--- src/rtl/ss_scan_ctrl.sv ---
// ss_scan_ctrl: multiplexed seven-segment scan with blanking gaps, leading-zero blanking and frame-synchronous double buffering
module ss_scan_ctrl #(
  parameter int NUM_DIGITS  = 4,
  parameter int REFRESH_DIV = 100000,
  parameter int BLANK_CYC   = 16
) (
  input  logic                    clk,
  input  logic                    rst_n,
  input  logic                    enable,
  input  logic                    load,
  input  logic [4*NUM_DIGITS-1:0] value_in,
  input  logic [NUM_DIGITS-1:0]   dp_in,
  input  logic                    lz_blank_en,
  output logic [NUM_DIGITS-1:0]   an,
  output logic [3:0]              digit_bcd,
  output logic                    dp_n,
  output logic                    frame_done
);
  localparam int IW = NUM_DIGITS > 1 ? $clog2(NUM_DIGITS) : 1;
  localparam int CW = $clog2(REFRESH_DIV);
  localparam logic [IW-1:0] LAST = IW'(NUM_DIGITS - 1);
  typedef enum logic [1:0] {IDLE, BLANK, SHOW} state_t;
  state_t state, state_d;
  logic [IW-1:0] idx, idx_d;
  logic [CW-1:0] cnt, cnt_d;
  logic [4*NUM_DIGITS-1:0] act, act_d, sh, sh_d;
  logic [NUM_DIGITS-1:0] act_dp, act_dp_d, sh_dp, sh_dp_d, an_d;
  logic pending, pending_d, frame_end, apply, lz, dpn_d, fd_d;
  logic [3:0] bcd_d;
  always_comb begin
    state_d   = state;
    idx_d     = idx;
    cnt_d     = cnt + 1'b1;
    act_d     = act;
    act_dp_d  = act_dp;
    sh_d      = sh;
    sh_dp_d   = sh_dp;
    pending_d = pending;
    frame_end = state == SHOW && cnt == CW'(REFRESH_DIV - 1) && idx == LAST && enable;
    apply     = frame_end || (state != IDLE && !enable);
    if (!enable) begin
      state_d = IDLE;
      idx_d   = '0;
      cnt_d   = '0;
    end else if (state == IDLE) begin
      state_d = BLANK;
      idx_d   = '0;
      cnt_d   = '0;
    end else if (state == BLANK && cnt == CW'(BLANK_CYC - 1)) begin
      state_d = SHOW;
    end else if (state == SHOW && cnt == CW'(REFRESH_DIV - 1)) begin
      state_d = BLANK;
      cnt_d   = '0;
      idx_d   = idx == LAST ? '0 : idx + 1'b1;
    end
    // a load landing on the swap cycle is newer than the shadow, so it wins
    if (load && (state == IDLE || apply)) begin
      act_d     = value_in;
      act_dp_d  = dp_in;
      pending_d = 1'b0;
    end else if (load) begin
      sh_d      = value_in;
      sh_dp_d   = dp_in;
      pending_d = 1'b1;
    end else if (apply && pending) begin
      act_d     = sh;
      act_dp_d  = sh_dp;
      pending_d = 1'b0;
    end
    lz = 1'b1;
    for (int i = 0; i < NUM_DIGITS; i++)
      if (i >= int'(idx_d) && act_d[4*i +: 4] != 4'h0) lz = 1'b0;
    // outputs are registered from next-state values so they line up with the state they describe
    bcd_d = state_d == IDLE ? 4'hF : (lz_blank_en && idx_d != '0 && lz) ? 4'hF : act_d[4*idx_d +: 4];
    an_d  = state_d == SHOW ? ~(NUM_DIGITS'(1) << idx_d) : '1;
    dpn_d = state_d == IDLE || !act_dp_d[idx_d];
    fd_d  = state_d == SHOW && idx_d == LAST && cnt_d == CW'(REFRESH_DIV - 1);
  end
  always_ff @(posedge clk or negedge rst_n) begin
    if (!rst_n) begin
      state      <= IDLE;
      idx        <= '0;
      cnt        <= '0;
      act        <= '0;
      act_dp     <= '0;
      sh         <= '0;
      sh_dp      <= '0;
      pending    <= 1'b0;
      an         <= '1;
      digit_bcd  <= 4'hF;
      dp_n       <= 1'b1;
      frame_done <= 1'b0;
    end else begin
      state      <= state_d;
      idx        <= idx_d;
      cnt        <= cnt_d;
      act        <= act_d;
      act_dp     <= act_dp_d;
      sh         <= sh_d;
      sh_dp      <= sh_dp_d;
      pending    <= pending_d;
      an         <= an_d;
      digit_bcd  <= bcd_d;
      dp_n       <= dpn_d;
      frame_done <= fd_d;
    end
  end
endmodule

--- config.mk ---
export PLATFORM = sky130hd
export DESIGN_NAME = ss_scan_ctrl
export DESIGN_NICKNAME = d
export VERILOG_FILES = /design/src/rtl/ss_scan_ctrl.sv
export SDC_FILE = /design/constraint.sdc
export NUM_CORES = 1
export LEC_CHECK = 0
export ABC_AREA = 1
export BUFFER_PORTS_ARGS = -buffer_cell sky130_fd_sc_hd__buf_2
export CAP_MARGIN = 30
export CORE_MARGIN = 2
export CORE_UTILIZATION = 23
export CTS_BUF_LIST = sky130_fd_sc_hd__clkbuf_4 sky130_fd_sc_hd__clkbuf_8 sky130_fd_sc_hd__clkbuf_16
export DETAILED_ROUTE_END_ITERATION = 8
export HOLD_SLACK_MARGIN = 0.08
export PLACE_DENSITY_LB_ADDON = 0.3
export SYNTH_ARGS = -nofsm -noshare
export SYNTH_HDL_FRONTEND = slang
export SYNTH_SLANG_ARGS = --single-unit
--- constraint.sdc ---
create_clock -name clk -period 2.1 [get_ports clk]
set_input_delay 0.315 -clock clk [delete_from_list [all_inputs] [get_ports clk]]
set_output_delay 0.315 -clock clk [all_outputs]
set_load 0.03 [all_outputs]
==> results of run 1 <==
[logic make-up (layout without fill, tap and decap cells)]
logic type / Yosys count / count (layout) / share of synthesized area [%]
and+or+nand+nor: 236 / 236 / 29.3
buffers and inverters: 83 / 165 / 9.80
DFF: 72 / 72 / 49.6
AOI/OAI and AO/OA: 38 / 38 / 6.44
muxes: 11 / 11 / 3.39
xor gates and xnor gates: 3 / 3 / 0.720
adders and majority gates: 2 / 2 / 0.685
[sequential cells by signal, indices dropped and copies added, names as in the netlist]
signal and cells:
cnt 17, act 16, sh 16, act_dp 4
an 4, digit_bcd 4, sh_dp 4, idx 2
state 2, dp_n 1, frame_done 1, pending 1
[area by class of cell]
cell class                      instances  area share (%)
Sequential cell                        72            36.4
Tap cell                              216            5.42
Inverter                               69            5.20
Clock inverter                          6            1.36
Multi-Input combinational cell        290            33.9
Timing Repair Buffer                   80            13.0
Clock buffer                           10            4.79
[critical path: cells and delay by family (launching register included)]
family,cells,cell delay (ns)
and+or+nand+nor,10,0.89
DFF,1,0.35
AOI/OAI and AO/OA,1,0.32
buffers and inverters,2,0.25
adders and majority gates,1,0.21
[power by group through the flow]
stage | clock network, mW | logic [mW] | registers, mW
floorplan | 0 | 0.241 | 1.60
global placement | 0 | 0.416 | 1.59
detailed placement | 0 | 0.423 | 1.59
CTS | 1.59 | 0.450 | 1.57
global route | 1.66 | 0.548 | 1.59
finish | 1.56 | 0.491 | 1.57
[cells in the mapped netlist, drive strengths merged]
cell    instances
mux2           11
nand4           6
nor4            3
clkbuf          3
a31oi           4
nand3b          3
nand2         111
o31ai           1
inv            69
buf            11
xor2            3
a31o            1
nor3            6
nand3          53
and2            1
nor2           51
dfrtp          63
ha              2
o211ai          3
o21ai          15
a21oi          14
dfstp           9
or2             2
[layer usage]
layer / wire (um) / vias to the layer above / share of wire [%] / global-route usage, %
met5: 0 / - / 0 / 0
met1: 4840 / 1463 / 50 / 16.5
li1: - / 1565 / - / -
met4: 78 / 0 / 0.81 / 3.98
met2: 4390 / 46 / 46 / 17.6
met3: 317 / 5 / 3.3 / 2.50
[worst paths after layout]
check                      startpoint           end  slack [ns]  cells past startpoint
max                            cnt[1]  digit_bcd[3]        0.02                     14
min                          dp_in[0]      sh_dp[0]        0.23                      2
max reg2reg                    cnt[1]  digit_bcd[3]        0.02                     14
min reg2reg                  sh_dp[1]      sh_dp[1]        0.49                      2
max in group asynchronous       rst_n         an[3]        0.86                      3
min in group asynchronous       rst_n      sh_dp[1]        0.53                      2
[timing repair]
item | CTS | global route
endpoints found under the setup margin | 4 | 8
cloned | 1 | 2
gates resized for setup | 7 | 48
pin swaps | 5 | 12
hold buffers | 1 | 0
hold endpoints to repair | 18 | 0
buffers inserted | 3 | 9
==> results by group, run 1 <==
Yosys
  – Net count of the mapped netlist: between 400 and 500
  – Sequential fraction of the synthesis area: 49.6%
  – Count of distinct cell types in the synthesized netlist: 32
  – Yosys warns: 0
  – Flops & latches, synth: 72
  – Post-Syn Area per Cell: 8.21 um2
  – Area contributors post-synth: sky130_fd_sc_hd__dfrtp_1 43%, sky130_fd_sc_hd__nand2_1 11%, sky130_fd_sc_hd__nand3_1 7.0%, sky130_fd_sc_hd__inv_1 6.7%, sky130_fd_sc_hd__dfstp_2 6.5%
  – Post-synth top area share: 43.2%
  – Most area-hungry cell type in the Yosys netlist: sky130_fd_sc_hd__dfrtp_1
  – Post-synth design cell area: 3650 um2
  – Gate count after technology mapping: 445

Setup path
  – CP Launch Type: flop
  – Critical Path AT: about 2.4 ns
  – CP Class: flop to flop
  – Highest cell delay on the worst timing path: approximately 0.35 ns
  – CP Cell Sequence: ha_2 > nand2_4 > nor2_4 > nand2_2 > nor2_4 > buf_4 > nand2_8 > o211ai_4 > inv_2 > nor2_4 > nand2_1 > nand4_1 > nor2_1 > nand2_1
  – Crit-path slowest cell: sky130_fd_sc_hd__dfrtp_1
  – Type of destination of the critical path: flop
  – Most common cell on crit path: sky130_fd_sc_hd__nor2_4
  – Biggest fanout along the worst timing path: 7
  – Worst EP required: 2.38 ns

Clocking
  – Buffer depth of the longest clock path: 2
  – Cell at the root of the clock tree: sky130_fd_sc_hd__clkbuf_16
  – # clock sinks: between 70 and 80
  – Clock tree from TritonCTS: built
  – H-tree levels: 3
  – Number of CTS-inserted buffers: 9
  – Clock transition at the registers of the reported paths: 0.06 ns
  – Worst skew pair latency: roughly 0.34 ns

Finish
  – Cell area after layout: 4980 um2
  – Most used cells in the layout excluding fill and tap cells: 91 x sky130_fd_sc_hd__nand2_1, 64 x sky130_fd_sc_hd__inv_1, 63 x sky130_fd_sc_hd__dfrtp_1
  – Utilization after layout: between 30% and 40%
  – Area Growth Syn to Fin: 36.5%
  – Multi-input gate area in the final layout: about 1700 um2
  – Final Net Count: 549
  – Fraction of layout instances using a drive strength above 1: 34.2%
  – Most frequent standard cell in the layout excluding fill and tap cells: sky130_fd_sc_hd__nand2_1
  – Count of filler cells inserted in the layout: approximately 1600
  – Antenna Cells: 0
  – Reg area: 1810 um2
  – Cell Count, Final, Fillers Out: between 700 and 800

Hold path
  – Worst hold path class: primary input to flop

Pwr
  – Sw Share: 25.8%
  – Pwr per Cell Area: 727 nW/um2
  – Cell internal pwr: 2.69 mW
  – Reported leakage power: 2.43 nW
  – Combinational share of power: 13.6%
  – Portion of total power attributed to the clock network: 43.0%
  – Switching power: 0.934 mW
  – Fraction of power consumed by sequential logic: 43.5%
  – Pwr Total: about 3.6 mW
  – Maximum ir drop on the vdd rail: 0.278 mV

Routing
  – Remaining design rule violation count: 0
  – Average vias per placed instance: 4.14
  – Number of nets still failing antenna checks after routing: 0
  – Total wirelength of the detailed-routed design: 9630 um
  – First-pass iteration count of the detailed router: 4
  – Routed WL per cell: 13.0 um
  – Drt initial violations: 172
  – Via Count: around 3100

Timing
  – Highest Clock Rate: approximately 480 MHz
  – Worst-case clock skew: just under 0.009 ns
  – Part of the cycle the worst path needs: 99.2%
  – Slew HR: 59.4%
  – Worst hold slack: between 0.2 and 0.25 ns
  – Setup repair after global routing missed its margin: true
  – Final TNS setup: 0 ns
  – Final worst setup slack: ~0.016 ns
  – Count of final setup violators: 0
  – Final count of pins violating max slew: 0
  – Final hold viol count: 0
  – Time the worst path needs with I/O delays and setup: 2.08 ns
  – Transition time of the tightest slew-check pin: between 0.6 and 0.7 ns

Place
  – Detailed Place HPWL: 6720 um
  – Area of placed instances: 4300 um2
  – Weighted congestion at the end of routability-driven global placement: 0.840
  – Placement-stage worst setup slack: -0.00253 ns
  – Number of placed instances, taps included: roughly 710
  – Buffers added on ports: 34

Flow run
  – Max-cap violations: 0

GRT
  – Pin count of the biggest net entering global routing: 35
  – Initial antenna violation count: 0
  – First-pass GRT wire length: roughly 15000 um
  – Total global routing overflow: 0
  – All-Layer GR Usage: between 10% and 20%
  – Via count of the first global-routing pass: 2979

Die
  – Core Footprint: 15700 um2
  – Die Ht: 130 um
  – Number of placed I/O pins: 35
  – DIE WIDTH: 130 um
  – Row Count: 46
  – Die Footprint: around 17000 um2
  – Starting utilization of the core area: 23.2%

Status
  – Run status: finished clean
Power figures use the tool's default switching activity.
==> run 2: changes to the inputs <==
REMOVE_ABC_BUFFERS = 1   (was not set)
==> run 2 against run 1 <==
  * The run now ends with negative setup slack left
  * Global-route usage increased by 0.40 points
  * Clock skew shrank 0.0037 ns
  * Count of clock-buffer cells in the layout is 3 higher
  * Non-clock buffer count up 1
  * Wire length rose by 1.5%
  * First-iteration DRC count decreased by 5.8%
  * Combinational power is 5.3% lower
  * Sequential share of layout area grew 0.70 points
  * Sequential power is essentially flat
  * Critical path depth rose by 2
  * Via count is 1.3% higher
  * Largest power group is now the clock network
==> results by group, run 2 (synthesis gave the netlist of run 1 again) <==
Status
  – Run status: complete, but fails checks (was finished clean)
  – Violated checks: negative setup slack

Routing
  – Drt initial violations: 162 (was 172)
  – Number of nets still failing antenna checks after routing: 0 (unchanged)
  – First-pass iteration count of the detailed router: 4 (unchanged)
  – Routed WL per cell: 13.1 um (was 13.0 um)
  – Total wirelength of the detailed-routed design: 9770 um (was 9630 um)
  – Remaining design rule violation count: 0 (unchanged)
  – Average vias per placed instance: 4.19 (was 4.14)
  – Via Count: 3118 (was 3079)

Setup path
  – Type of destination of the critical path: flop (unchanged)
  – Worst Reg2Reg Path Length in Cells: 16 (was 14)
  – CP Class: flop to flop (unchanged)
  – Count of buffering cells on the critical path with inverters included: 1 (was 2)
  – Top Family by Delay on Critical Path: simple AND/OR/NAND/NOR gates (unchanged)
  – Critical Path AT: 2.42 ns (was 2.36 ns)
  – Highest cell delay on the worst timing path: 0.35 ns (about the same)
  – Launching point of the worst reg2reg path: cnt[0] (was cnt[1])
  – Worst Setup EP: digit_bcd[3] (unchanged)
  – Most common cell on crit path: sky130_fd_sc_hd__nand2_2 (was sky130_fd_sc_hd__nor2_4)
  – Internal reg-to-reg setup slack: -0.04 ns (was 0.02 ns)
  – CP Launch Type: flop (unchanged)
  – CP Cell Sequence: ha_2 > nand2_2 > nor2_4 > nand2_2 > nor2_4 > nand3_4 > nand2_4 > nand2_8 > buf_12 > nand3_1 > nand2_2 > nor2_2 > nand3_1 > nand2_1 > nand3_2 > nand2_1 (was ha_2 > nand2_4 > nor2_4 > nand2_2 > nor2_4 > buf_4 > nand2_8 > o211ai_4 > inv_2 > nor2_4 > nand2_1 > nand4_1 > nor2_1 > nand2_1)
  – Crit-path slowest cell: sky130_fd_sc_hd__dfrtp_1 (unchanged)
  – Crit. path cell count: 16 (was 14)
  – Worst EP required: 2.38 ns (about the same)
  – RR Endpoint: digit_bcd[3] (unchanged)
  – CP startpoint: cnt[0] (was cnt[1])
  – Biggest fanout along the worst timing path: 12 (was 7)

Place
  – Placement-stage worst setup slack: -0.111 ns (was -0.00253 ns)
  – Weighted congestion at the end of routability-driven global placement: 0.803 (was 0.840)
  – Buffers added on ports: 34 (unchanged)
  – Detailed Place HPWL: 6850 um (was 6720 um)
  – Area of placed instances: 4290 um2 (was 4300 um2)

Timing
  – Worst-case clock skew: 0.00499 ns (was 0.00869 ns)
  – Highest Clock Rate: 467 MHz (was 480 MHz)
  – Transition time of the tightest slew-check pin: 0.429 ns (was 0.608 ns)
  – Final TNS setup: -0.134 ns (was 0 ns)
  – Time the worst path needs with I/O delays and setup: 2.14 ns (was 2.08 ns)
  – Final worst setup slack: -0.0392 ns (was 0.0162 ns)
  – Final hold viol count: 0 (unchanged)
  – Final count of pins violating max slew: 0 (unchanged)
  – Worst hold slack: 0.229 ns (was 0.231 ns)
  – Count of final setup violators: 4 (was 0)
  – Slew HR: 71.4% (was 59.4%)
  – Setup repair after global routing missed its margin: true (unchanged)
  – Part of the cycle the worst path needs: 102% (was 99.2%)

Die
  – Die Footprint: 16900 um2 (unchanged)
  – Die Ht: 130 um (unchanged)
  – Starting utilization of the core area: 23.2% (unchanged)
  – Core Footprint: 15700 um2 (unchanged)
  – Row Count: 46 (unchanged)
  – Number of placed I/O pins: 35 (unchanged)
  – DIE WIDTH: 130 um (unchanged)

Clocking
  – Cell at the root of the clock tree: sky130_fd_sc_hd__clkbuf_16 (unchanged)
  – Number of CTS-inserted buffers: 9 (unchanged)
  – Clock transition at the registers of the reported paths: 0.06 ns (about the same)
  – H-tree levels: 3 (unchanged)
  – Worst skew pair latency: 0.33 ns (was 0.34 ns)
  – Buffer depth of the longest clock path: 2 (unchanged)
  – # clock sinks: 72 (unchanged)
  – Clock tree from TritonCTS: built (unchanged)

Pwr
  – Fraction of power consumed by sequential logic: 43.5% (about the same)
  – Pwr per Cell Area: 739 nW/um2 (was 727 nW/um2)
  – Cell internal pwr: 2.72 mW (was 2.69 mW)
  – Switching power: 0.891 mW (was 0.934 mW)
  – Reported leakage power: 2.39 nW (was 2.43 nW)
  – Maximum ir drop on the vdd rail: 0.491 mV (was 0.278 mV)
  – Portion of total power attributed to the clock network: 43.7% (was 43.0%)
  – Combinational share of power: 12.9% (was 13.6%)
  – Sw Share: 24.6% (was 25.8%)

Flow run
  – Max-cap violations: 0 (unchanged)

Finish
  – Fraction of layout instances using a drive strength above 1: 32.6% (was 34.2%)
  – Area Growth Syn to Fin: 33.9% (was 36.5%)
  – Most used cells in the layout excluding fill and tap cells: 94 x sky130_fd_sc_hd__nand2_1, 64 x sky130_fd_sc_hd__inv_1, 63 x sky130_fd_sc_hd__dfrtp_1 (was 91 x sky130_fd_sc_hd__nand2_1, 64 x sky130_fd_sc_hd__inv_1, 63 x sky130_fd_sc_hd__dfrtp_1)
  – Count of filler cells inserted in the layout: 1647 (was 1638)
  – Final Net Count: 550 (was 549)
  – Utilization after layout: 31.1% (was 31.7%)
  – Biggest registers after layout: cnt (17), act (16), sh (16) (unchanged)
  – Most frequent standard cell in the layout excluding fill and tap cells: sky130_fd_sc_hd__nand2_1 (unchanged)
  – Register bank with the most flops: cnt (unchanged)
  – Antenna Cells: 0 (unchanged)
  – Flip-flop count of the largest register, all copies and words added: 17 (unchanged)
  – Cell area after layout: 4890 um2 (was 4980 um2)

Hold path
  – Startpoint of the lowest-slack hold path: value_in[9] (was dp_in[0])
  – Worst hold path class: primary input to flop (unchanged)

GRT
  – Total global routing overflow: 0 (unchanged)
  – Initial antenna violation count: 0 (unchanged)
  – Pin count of the biggest net entering global routing: 73 (was 35)
  – First-pass GRT wire length: 15800 um (was 15300 um)
  – All-Layer GR Usage: 12.0% (was 11.6%)
  – Via count of the first global-routing pass: 3152 (was 2979)
run 2: power groups by stage:
stage | clock (mW) | sequential [mW] | combinational (mW)
after floorplan | 0 | 1.60 | 0.223
after global placement | 0 | 1.59 | 0.416
final | 1.58 | 1.57 | 0.465
after detailed placement | 0 | 1.60 | 0.425
after CTS | 1.61 | 1.57 | 0.437
after global routing | 1.67 | 1.58 | 0.523
run 2: final cells by class:
class                      count  area [um2]  area share [%]
inverter                      69         259            5.30
clock buffer                  13         268            5.47
clock inverter                 3        40.0           0.819
timing repair buffer          81         602            12.3
tap                          216         270            5.53
multi-input combinational    290        1640            33.5
sequential                    72        1810            37.1
run 2: layer usage:
| layer | global-route usage, % | routed length (um) | share of wire [%] |
|---|---|---|---|
| met4 | 3.35 | 9 | 0.092 |
| met5 | 0 | 0 | 0 |
| met1 | 15.9 | 4690 | 48 |
| met2 | 19.9 | 4750 | 49 |
| met3 | 2.58 | 314 | 3.2 |
run 2: worst min path at each step:
stage | endpoint | slack, ns | cells after the start
finish | sh[9] | 0.23 | 2
global route | sh[14] | 0.23 | 2
CTS | sh[9] | 0.22 | 2
detailed placement | sh[8] | 0.38 | 2
global placement | sh[8] | 0.38 | 2
floorplan | act[0] | 0.02 | 0
run 2: through the flow:
| step | total power [mW] | instances |
|---|---|---|
| after floorplan | 1.82 | 431 |
| after global placement | 2.01 | 714 |
| after detailed placement | 2.02 | 714 |
| after CTS | 3.62 | 731 |
| after global routing | 3.78 | 744 |
| final | 3.62 | 744 |
run 2: timing repair:
item / in CTS / in global routing
buffers inserted: 0 / 13
hold buffers: 1 / 0
resized for setup: 12 / 33
endpoints found under the setup margin: 5 / 15
hold endpoints to repair: 63 / 0
pin swaps: 5 / 24
run 2: worst register-to-register path, delay by kind of cell (launching register included):
family	cells	cell delay, ns
fa+ha+maj	1	0.20
buf+inv	1	0.15
flops	1	0.35
simple gates	14	1.40
==> run 3: changes to the inputs <==
CELL_PAD_IN_SITES_DETAIL_PLACEMENT = 1   (was not set)
CELL_PAD_IN_SITES_GLOBAL_PLACEMENT = 1   (was not set)
==> run 3 against run 2 <==
  * The run still ends with negative setup slack left
  * Fmax decreased by 0.70%
  * Worst hold slack got worse by 0.0086 ns
  * Via count is 3.0% higher
  * Largest power group is now registers
==> results by group, run 3 (synthesis gave the netlist of run 1 again) <==
Status
  – Run status: complete, but fails checks (unchanged)
  – Violated checks: negative setup slack (unchanged)

Die
  – Die Footprint: 16900 um2 (unchanged)
  – Core Footprint: 15700 um2 (unchanged)
  – Row Count: 46 (unchanged)
  – Number of placed I/O pins: 35 (unchanged)
  – DIE WIDTH: 130 um (unchanged)
  – Starting utilization of the core area: 23.2% (unchanged)
  – Die Ht: 130 um (unchanged)

Clocking
  – Worst skew pair latency: 0.34 ns (was 0.33 ns)
  – # clock sinks: 72 (unchanged)
  – Clock transition at the registers of the reported paths: 0.06 ns (about the same)
  – Number of CTS-inserted buffers: 9 (unchanged)
  – Cell at the root of the clock tree: sky130_fd_sc_hd__clkbuf_16 (unchanged)
  – Buffer depth of the longest clock path: 2 (unchanged)
  – H-tree levels: 3 (unchanged)
  – Clock tree from TritonCTS: built (unchanged)

Flow run
  – Max-cap violations: 0 (unchanged)

Routing
  – Drt initial violations: 153 (was 162)
  – Via Count: 3213 (was 3118)
  – Remaining design rule violation count: 0 (unchanged)
  – Routed WL per cell: 14.5 um (was 13.1 um)
  – First-pass iteration count of the detailed router: 4 (unchanged)
  – Average vias per placed instance: 4.30 (was 4.19)
  – Total wirelength of the detailed-routed design: 10800 um (was 9770 um)
  – Number of nets still failing antenna checks after routing: 0 (unchanged)

Timing
  – Worst-case clock skew: 0.0106 ns (was 0.00499 ns)
  – Count of final setup violators: 4 (unchanged)
  – Final worst setup slack: -0.0544 ns (was -0.0392 ns)
  – Final count of pins violating max slew: 0 (unchanged)
  – Transition time of the tightest slew-check pin: 0.434 ns (was 0.429 ns)
  – Worst hold slack: 0.220 ns (was 0.229 ns)
  – Final hold viol count: 0 (unchanged)
  – Setup repair after global routing missed its margin: true (unchanged)
  – Highest Clock Rate: 464 MHz (was 467 MHz)
  – Time the worst path needs with I/O delays and setup: 2.15 ns (was 2.14 ns)
  – Part of the cycle the worst path needs: 103% (was 102%)
  – Slew HR: 71.0% (was 71.4%)
  – Final TNS setup: -0.146 ns (was -0.134 ns)

Setup path
  – Count of buffering cells on the critical path with inverters included: 2 (was 1)
  – Type of destination of the critical path: flop (unchanged)
  – RR Endpoint: digit_bcd[0] (was digit_bcd[3])
  – Highest cell delay on the worst timing path: 0.35 ns (about the same)
  – Crit-path slowest cell: sky130_fd_sc_hd__dfrtp_1 (unchanged)
  – Worst EP required: 2.39 ns (was 2.38 ns)
  – CP Launch Type: flop (unchanged)
  – CP Cell Sequence: ha_2 > nand2_2 > nor2_4 > nand2_4 > nor2_4 > nand3_4 > nand2_8 > buf_8 > buf_12 > nand3_1 > nand3_2 > o21ai_4 > o21ai_0 > nor2_1 > nand2_1 (was ha_2 > nand2_2 > nor2_4 > nand2_2 > nor2_4 > nand3_4 > nand2_4 > nand2_8 > buf_12 > nand3_1 > nand2_2 > nor2_2 > nand3_1 > nand2_1 > nand3_2 > nand2_1)
  – Internal reg-to-reg setup slack: -0.05 ns (was -0.04 ns)
  – Most common cell on crit path: sky130_fd_sc_hd__nor2_4 (was sky130_fd_sc_hd__nand2_2)
  – Top Family by Delay on Critical Path: simple AND/OR/NAND/NOR gates (unchanged)
  – CP Class: flop to flop (unchanged)
  – Launching point of the worst reg2reg path: cnt[1] (was cnt[0])
  – Critical Path AT: 2.44 ns (was 2.42 ns)
  – Biggest fanout along the worst timing path: 7 (was 12)
  – Worst Reg2Reg Path Length in Cells: 15 (was 16)

Hold path
  – Worst hold path depth: 2 (unchanged)
  – Endpoint of the worst hold-timing path: sh[9] (unchanged)
  – Worst hold path class: primary input to flop (unchanged)
  – Startpoint of the lowest-slack hold path: value_in[9] (unchanged)

Finish
  – Final Net Count: 555 (was 550)
  – Utilization after layout: 32.7% (was 31.1%)
  – Antenna Cells: 0 (unchanged)
  – Fraction of layout instances using a drive strength above 1: 38.9% (was 32.6%)
  – Flip-flop count of the largest register, all copies and words added: 17 (unchanged)
  – Most used cells in the layout excluding fill and tap cells: 85 x sky130_fd_sc_hd__nand2_1, 63 x sky130_fd_sc_hd__inv_1, 62 x sky130_fd_sc_hd__dfrtp_1 (was 94 x sky130_fd_sc_hd__nand2_1, 64 x sky130_fd_sc_hd__inv_1, 63 x sky130_fd_sc_hd__dfrtp_1)
  – Most frequent standard cell in the layout excluding fill and tap cells: sky130_fd_sc_hd__nand2_1 (unchanged)
  – Count of filler cells inserted in the layout: 1859 (was 1647)
  – Area Growth Syn to Fin: 40.8% (was 33.9%)
  – Biggest registers after layout: cnt (17), act (16), sh (16) (unchanged)
  – Register bank with the most flops: cnt (unchanged)
  – Reg area: 1810 um2 (about the same)
  – Multi-input gate area in the final layout: 1800 um2 (was 1640 um2)

Pwr
  – Pwr Total: 3.68 mW (was 3.62 mW)
  – Maximum ir drop on the vdd rail: 0.476 mV (was 0.491 mV)
  – Reported leakage power: 2.49 nW (was 2.39 nW)
  – Pwr per Cell Area: 716 nW/um2 (was 739 nW/um2)

GRT
  – Via count of the first global-routing pass: 3528 (was 3152)
  – Initial antenna violation count: 0 (unchanged)
  – All-Layer GR Usage: 13.5% (was 12.0%)
  – Total global routing overflow: 0 (unchanged)
  – Pin count of the biggest net entering global routing: 49 (was 73)
  – First-pass GRT wire length: 17400 um (was 15800 um)

Place
  – Weighted congestion at the end of routability-driven global placement: 0.820 (was 0.803)
  – Buffers added on ports: 34 (unchanged)
  – Detailed Place HPWL: 7570 um (was 6850 um)
  – Placement-stage worst setup slack: -0.0684 ns (was -0.111 ns)
-- run 3: cell types whose count changed in the layout (fill, tap and decap cells not counted), moves of 4 or more --
cell | previous run | this run
sky130_fd_sc_hd__buf_6 | 5 | 1
sky130_fd_sc_hd__nand3_2 | 1 | 13
sky130_fd_sc_hd__buf_4 | 36 | 40
sky130_fd_sc_hd__nand3_1 | 51 | 38
sky130_fd_sc_hd__nand2_1 | 94 | 85
sky130_fd_sc_hd__nand2_2 | 12 | 20
-- run 3: worst reg2reg max path, cell delays in order, from the launching register on --
cell and delay (ns):
sky130_fd_sc_hd__dfrtp_1 0.35, sky130_fd_sc_hd__ha_2 0.20, sky130_fd_sc_hd__nand2_2 0.07, sky130_fd_sc_hd__nor2_4 0.13
sky130_fd_sc_hd__nand2_4 0.07, sky130_fd_sc_hd__nor2_4 0.16, sky130_fd_sc_hd__nand3_4 0.13, sky130_fd_sc_hd__nand2_8 0.12
sky130_fd_sc_hd__buf_8 0.15, sky130_fd_sc_hd__buf_12 0.11, sky130_fd_sc_hd__nand3_1 0.07, sky130_fd_sc_hd__nand3_2 0.11
sky130_fd_sc_hd__o21ai_4 0.07, sky130_fd_sc_hd__o21ai_0 0.21, sky130_fd_sc_hd__nor2_1 0.08, sky130_fd_sc_hd__nand2_1 0.07
-- run 3: report_power, final --
part           internal (mW)  switching [mW]
combinational          0.238           0.307
sequential              1.52          0.0563
clock                  0.972           0.587
total                   2.73           0.951
-- run 3: how the worst max path moves through the flow --
stage / slack [ns] / from / to / depth (start not counted)
2_1_floorplan: -0.12 / cnt[0] / digit_bcd[0] / 15
3_3_place_gp: -0.04 / cnt[0] / digit_bcd[3] / 16
3_5_place_dp: -0.07 / cnt[0] / digit_bcd[2] / 16
4_1_cts: 0.01 / cnt[0] / frame_done / 13
5_1_grt: -0.26 / cnt[1] / frame_done / 14
6_report: -0.05 / cnt[1] / digit_bcd[0] / 15
-- run 3: what timing repair did --
action,CTS,global route
gates cloned,0,2
hold endpoints to repair,20,0
pin swaps,3,27
buffers inserted,2,8
hold buffers,1,0
endpoints found under the setup margin,5,7
gates resized for setup,13,71
-- run 3: metal layers --
| metal | up-vias | global-route usage, % | share of wire, % |
|---|---|---|---|
| met5 | - | 0 | 0 |
| met4 | 0 | 5.12 | 1.3 |
| met3 | 10 | 2.99 | 3.9 |
| met2 | 49 | 21.8 | 47 |
| met1 | 1580 | 17.7 | 48 |
| li1 | 1574 | - | - |
-- run 3: through the flow --
stage | instances | area (um2)
4_1_cts | 738 | 4730
3_5_place_dp | 720 | 4350
5_1_grt | 748 | 5140
2_1_floorplan | 431 | 3550
3_3_place_gp | 720 | 4350
6_report | 748 | 5140
-- run 3: area by class of cell --
cell class / count / share of cell area [%]
clock buffer: 12 / 4.94
clock inverter: 3 / 0.851
sequential: 72 / 35.3
tap: 216 / 5.25
multi-input combinational: 290 / 35.0
inverter: 69 / 5.04
timing repair buffer: 86 / 13.6
